### config.mk
export PLATFORM = sky130hd
export DESIGN_NAME = seg_display_scheduler
export DESIGN_NICKNAME = d
export VERILOG_FILES = /design/src/rtl/seg_display_scheduler_pkg.sv /design/src/rtl/seg_display_scheduler_rr_arbiter4.sv /design/src/rtl/seg_display_scheduler.sv
export SDC_FILE = /design/constraint.sdc
export NUM_CORES = 1
export LEC_CHECK = 0
export CORE_ASPECT_RATIO = 1.2
export CORE_MARGIN = 2
export CORE_UTILIZATION = 40
export DETAILED_ROUTE_END_ITERATION = 10
export PLACE_DENSITY_LB_ADDON = 0.1
export RECOVER_POWER = 100
export SYNTH_ARGS = -nofsm -noshare
export SYNTH_HDL_FRONTEND = slang
export SYNTH_HIERARCHICAL = 1
export SYNTH_SLANG_ARGS = --single-unit
### constraint.sdc
create_clock -name clk -period 11.8 [get_ports clk]
set_input_delay 3.54 -clock clk [delete_from_list [all_inputs] [get_ports clk]]
set_output_delay 3.54 -clock clk [all_outputs]
set_load 0.05 [all_outputs]
### src/rtl/seg_display_scheduler_pkg.sv
// Shared definitions for the segment display scheduler.
//   NUM_REQ            number of requesters sharing the display
//   WORD_W             width of one display word (8 hex digits)
//   PTR_W              width of the round-robin pointer
//   BLANK_WORD_DEFAULT word shown while nobody owns the display
//   state_e            scheduler FSM states
//   onehot_idx()       index of the set bit of a one-hot requester vector
package seg_display_scheduler_pkg;

   localparam int unsigned NUM_REQ = 4;
   localparam int unsigned WORD_W  = 32;
   localparam int unsigned PTR_W   = 2;

   localparam logic [WORD_W-1:0] BLANK_WORD_DEFAULT = 32'hFFFF_FFFF;

   typedef enum logic {
      StIdle = 1'b0,
      StHold = 1'b1
   } state_e;

   // Zero input yields index 0; callers only use it with a valid winner.
   function automatic logic [PTR_W-1:0] onehot_idx(input logic [NUM_REQ-1:0] oh);
      logic [PTR_W-1:0] idx;
      idx = '0;
      for (int i = 0; i < NUM_REQ; i++) begin
         if (oh[i]) begin
            idx = PTR_W'(i);
         end
      end
      return idx;
   endfunction

endpackage

### src/rtl/seg_display_scheduler_rr_arbiter4.sv
// Combinational 4-way round-robin priority selector.
// Ports:
//   req     in  4  request vector, bit i = requester i
//   pointer in  2  index where the priority search starts
//   winner  out 4  one-hot winner, all-zero when req is all-zero
// The search begins at pointer and walks upward modulo 4; the first set
// request bit wins.
module rr_arbiter4
   import seg_display_scheduler_pkg::*;
(
   input  logic [NUM_REQ-1:0] req,
   input  logic [PTR_W-1:0]   pointer,
   output logic [NUM_REQ-1:0] winner
);

   logic             found;
   logic [PTR_W-1:0] idx;

   always_comb begin
      winner = '0;
      found  = 1'b0;
      idx    = '0;
      for (int unsigned k = 0; k < NUM_REQ; k++) begin
         // 2-bit add wraps naturally, giving the modulo-4 walk.
         idx = pointer + PTR_W'(k);
         if (!found && req[idx]) begin
            winner[idx] = 1'b1;
            found       = 1'b1;
         end
      end
   end

endmodule

### src/rtl/seg_display_scheduler.sv
// Time-sliced owner scheduler for a shared 8-digit hex display.
// Requesters compete round-robin; the winner's word is frozen on the display
// for exactly HOLD_CYCLES clocks, after which the scheduler re-arbitrates.
// Parameters:
//   HOLD_CYCLES  clocks each granted word stays up (2 .. 2^32-1)
//   BLANK_WORD   word driven while no requester is granted
// Ports:
//   clk        in  1    system clock, rising edge
//   rst        in  1    synchronous active-high reset
//   req        in  4    per-requester display request
//   data_in    in  128  requester words, requester i at [32*i +: 32]
//   grant      out 4    one-hot display owner, zero when idle
//   ack        out 4    one-cycle pulse when requester i's word is latched
//   disp_word  out 32   word for the downstream 7-segment driver
//   led        out 4    mirror of grant
module seg_display_scheduler
   import seg_display_scheduler_pkg::*;
#(
   parameter int unsigned       HOLD_CYCLES = 50_000_000,
   parameter logic [WORD_W-1:0] BLANK_WORD  = BLANK_WORD_DEFAULT
) (
   input  logic                      clk,
   input  logic                      rst,
   input  logic [NUM_REQ-1:0]        req,
   input  logic [NUM_REQ*WORD_W-1:0] data_in,
   output logic [NUM_REQ-1:0]        grant,
   output logic [NUM_REQ-1:0]        ack,
   output logic [WORD_W-1:0]         disp_word,
   output logic [NUM_REQ-1:0]        led
);

   // Count value on the last cycle of a hold.
   localparam logic [31:0] HoldLast = 32'(HOLD_CYCLES - 1);

   state_e              state_q;
   logic [PTR_W-1:0]    ptr_q;
   logic [31:0]         cnt_q;
   logic [NUM_REQ-1:0]  grant_q;
   logic [NUM_REQ-1:0]  ack_q;
   logic [WORD_W-1:0]   word_q;

   logic [NUM_REQ-1:0]  winner;
   logic [PTR_W-1:0]    win_idx;
   logic [WORD_W-1:0]   win_word;
   logic                any_req;

   rr_arbiter4 u_arb (
      .req     (req),
      .pointer (ptr_q),
      .winner  (winner)
   );

   assign any_req  = |req;
   assign win_idx  = onehot_idx(winner);
   assign win_word = data_in[32'(win_idx) * WORD_W +: WORD_W];

   always_ff @(posedge clk) begin
      if (rst) begin
         state_q <= StIdle;
         ptr_q   <= '0;
         cnt_q   <= '0;
         grant_q <= '0;
         ack_q   <= '0;
         word_q  <= BLANK_WORD;
      end else begin
         unique case (state_q)
            StIdle: begin
               cnt_q <= '0;
               if (any_req) begin
                  state_q <= StHold;
                  grant_q <= winner;
                  ack_q   <= winner;
                  word_q  <= win_word;
                  ptr_q   <= win_idx + PTR_W'(1);
               end else begin
                  grant_q <= '0;
                  ack_q   <= '0;
                  word_q  <= BLANK_WORD;
               end
            end
            StHold: begin
               if (cnt_q == HoldLast) begin
                  cnt_q <= '0;
                  if (any_req) begin
                     // Hand straight over (or re-grant) with no blank cycle.
                     grant_q <= winner;
                     ack_q   <= winner;
                     word_q  <= win_word;
                     ptr_q   <= win_idx + PTR_W'(1);
                  end else begin
                     state_q <= StIdle;
                     grant_q <= '0;
                     ack_q   <= '0;
                     word_q  <= BLANK_WORD;
                  end
               end else begin
                  // Requests are ignored mid-hold: no preemption, no early release.
                  cnt_q <= cnt_q + 32'd1;
                  ack_q <= '0;
               end
            end
         endcase
      end
   end

   assign grant     = grant_q;
   assign ack       = ack_q;
   assign disp_word = word_q;
   assign led       = grant_q;

endmodule

==> out/results.ini <==
[setup_path]
crit_path_start = req[0]
max_stage_delay_ns = 1.79
crit_slowest_cell = clkbuf_1
cp.arrival_ns = 8.48
required_ns = 12.02
cp_max_fo = 35
crit_family = buffers and inverters
crit_path_start_kind = input pin
end_kind = flip-flop
rr_startpoint = ptr_q[0]
crit_buf_inv = 2
path_cells = dlygate4sd3_1 > mux4_2 > nor4b_1 > nand2_1 > o211ai_1 > clkbuf_1 > mux2i_1 > nand2_1 > o21ai_0 > o211ai_1 > a22o_1
critPathKind = in2reg

[logic_synthesis]
syn_inst = 488
async_flop_share_pct = 0
postSynthNetCount = 629
ys_warn_count = 6
synth-edff-count = 0
synth-seq-cells = 75
synth_seq_area_share_pct = 36.04
syn_avg_cell_area_sq_um = 8.538
syn_area_sq_mm = 0.004166
synth_top_flop_cell = dfxtp_1
synth.distinct_cells = 42

[clocking]
numCtsBuffers = 9
cts_tree = built
clkLatencyLatePin_ns = 0.32
clock_sinks = 75
post-cts-setup-buffer-count = 0
h-tree-depth = 3
cts_resized = 0
cts_root_buf = clkbuf_16
cts_hold_buffers = 0
clk_path_buf_depth = 2
cts.clk_slew.worst_paths_ns = 0.06

[global_route]
antenna_found_initial = 0
grt_use_met3_pct = 5.247
use_met2_pct = 41.02
track_usage_pct = 21.61
use_met1_pct = 23.65
grt_max_degree = 67
grt_overflow = 0
grt_pass1_vias = 4101
grt.busiest_layer = met2
grt_pass1_wl_microns = 19500

[final_layout]
final_cell_mix = clkdlybuf4s50_1, nand2_1, dfxtp_1
layout_commonest_cell = clkdlybuf4s50_1
final_area_sq_mm = 0.006285
fill_cells = 863
layout.nets = 785
drive_gt1_share_pct = 4.468
antenna_cells = 0
syn_to_final_growth_pct = 50.84

[place]
dpl-instance-area_sq_mm = 0.005967
numPortBuffers = 177
gp_routability_congestion = 0.8657
hpwl_microns = 9563

[floorplanning]
fp.dieH_microns = 115.8
ioPinCount = 178
fp.dieArea_sq_mm = 0.01125
core_sq_mm = 0.01006
die_w_microns = 97.17
row_count = 40
start_util_pct = 41.42

[timing]
holdWs_ns = 0.4613
grt_setup_unrepaired = no
final_max_slew_viol_count = 155
setup_viol = 0
worstMarginPinSlew_ns = 2.628
timing.final.crit_period_ns = 8.268
hold_violations = 0
skew_ns = 0.007331
fin_crit_sh_pct = 70.06
max_slew_margin_pct = -75.21
tns_ns = 0
fmax_ghz = 0.1210

[routing]
ant_nets = 0
drc = 0
vias = 4079
vias_per_cell = 5.263
wl_per_cell_microns = 16.19
routed_wl_microns = 12540
drt_iter0_drc = 144
first_pass_iters = 4

[pwr]
p_leak_uw = 0.002438
peakVddDrop_uv = 84.13
cellPowerDensity_mw_per_mm2 = 201.1
p_total_uw = 1264

[worst_hold_path]
hold_path.class = reg2reg
hp-start = grant[3]

[outcome]
status = finished, violations left
violations = max-capacitance violations, max-slew violations

[flow_run]
maxCapViolations = 3

worst register-to-register path, cell delays in order, from the launching register on:
cell	delay [ns]
dfxtp_1	0.55
inv_1	0.15
ha_1	0.35
mux4_2	0.37
nor4b_1	0.65
nand2_1	0.19
o211ai_1	0.17
clkbuf_1	1.79
mux2i_1	0.35
nand2_1	0.07
o21ai_0	0.11
o211ai_1	0.10
a22o_1	0.30
path summary, 6_finish.rpt:
check	end	slack (ns)	depth (start not counted)
setup / recovery	disp_word[29]	3.53	11
hold / removal	grant[3]	0.46	1
setup reg to reg	disp_word[29]	6.54	12
hold reg to reg	grant[3]	0.46	1
sequential cells by signal, indices dropped and copies added, names as in the netlist:
signal	count
cnt_q	32
disp_word	32
ack	4
grant	4
ptr_q	2
state_q	1
power by group:
| part | leakage (uW) | internal [uW] | total [uW] | switching [uW] |
|---|---|---|---|---|
| combinational | 0.00165 | 247 | 624 | 376 |
| sequential | 0.000616 | 296 | 322 | 26.2 |
| clock | 0.000171 | 214 | 319 | 105 |
through the flow:
step           setup slack [ns]  std cells  util [%]
2_1_floorplan             5.594        488         -
3_3_place_gp              5.265        759     59.32
3_5_place_dp              5.056        759     59.32
4_1_cts                   5.407        775     62.80
5_1_grt                   3.258        775     62.48
6_report                  3.533        775     62.48
cell usage after synthesis, types with 3 or more instances:
cell type  instances  area (sq um)
and4_1             4         35.03
mux2i_1           33         330.3
xor2_1            25         219.0
xnor2_1            5         43.79
nand4_1           12         75.07
nand2_1           77         289.0
o21ai_0           34         170.2
dfxtp_1           75          1501
nor2_1            41         153.9
nand3_1           11         55.05
a22o_1            31         271.5
a21o_2             4         35.03
o211ai_1          35         262.8
buf_4              4         30.03
and3_1            10         62.56
a21o_1             4         30.03
buf_2              8         40.04
inv_1              7         26.28
a21oi_1            7         35.03
ha_1               7         87.58
and2_1             3         18.77
clkbuf_1          23         86.33
area by class of cell:
type | instances | area, sq um | area share (%)
multi-input cells | 366 | 2436 | 38.76
repair buffers | 184 | 1809 | 28.79
flip-flops and latches | 75 | 1501 | 23.89
clock buffers | 11 | 242.7 | 3.862
well taps | 126 | 157.7 | 2.508
clock inverters | 5 | 107.6 | 1.712
inverters | 8 | 30.03 | 0.4778
logic make-up (layout without fill, tap and decap cells):
family	Yosys count	in the layout	share of synthesized area (%)
AND/OR/NAND/NOR	173	173	19.97
buffers and inverters	47	208	5.195
XOR/XNOR	30	30	6.306
multiplexers	37	37	10.27
adder cells (fa/ha/maj)	7	7	2.102
flip-flops	75	75	36.04
AO/OA/AOI/OAI	119	119	20.12
per-layer routing:
metal,share of wire (%),up-vias,routed length (microns)
li1,-,2059,-
met1,39,1871,4917
met2,53,131,6637
met3,5.8,18,726
met4,2.1,0,262
met5,0,-,0
(Power assumes the default switching activity.)
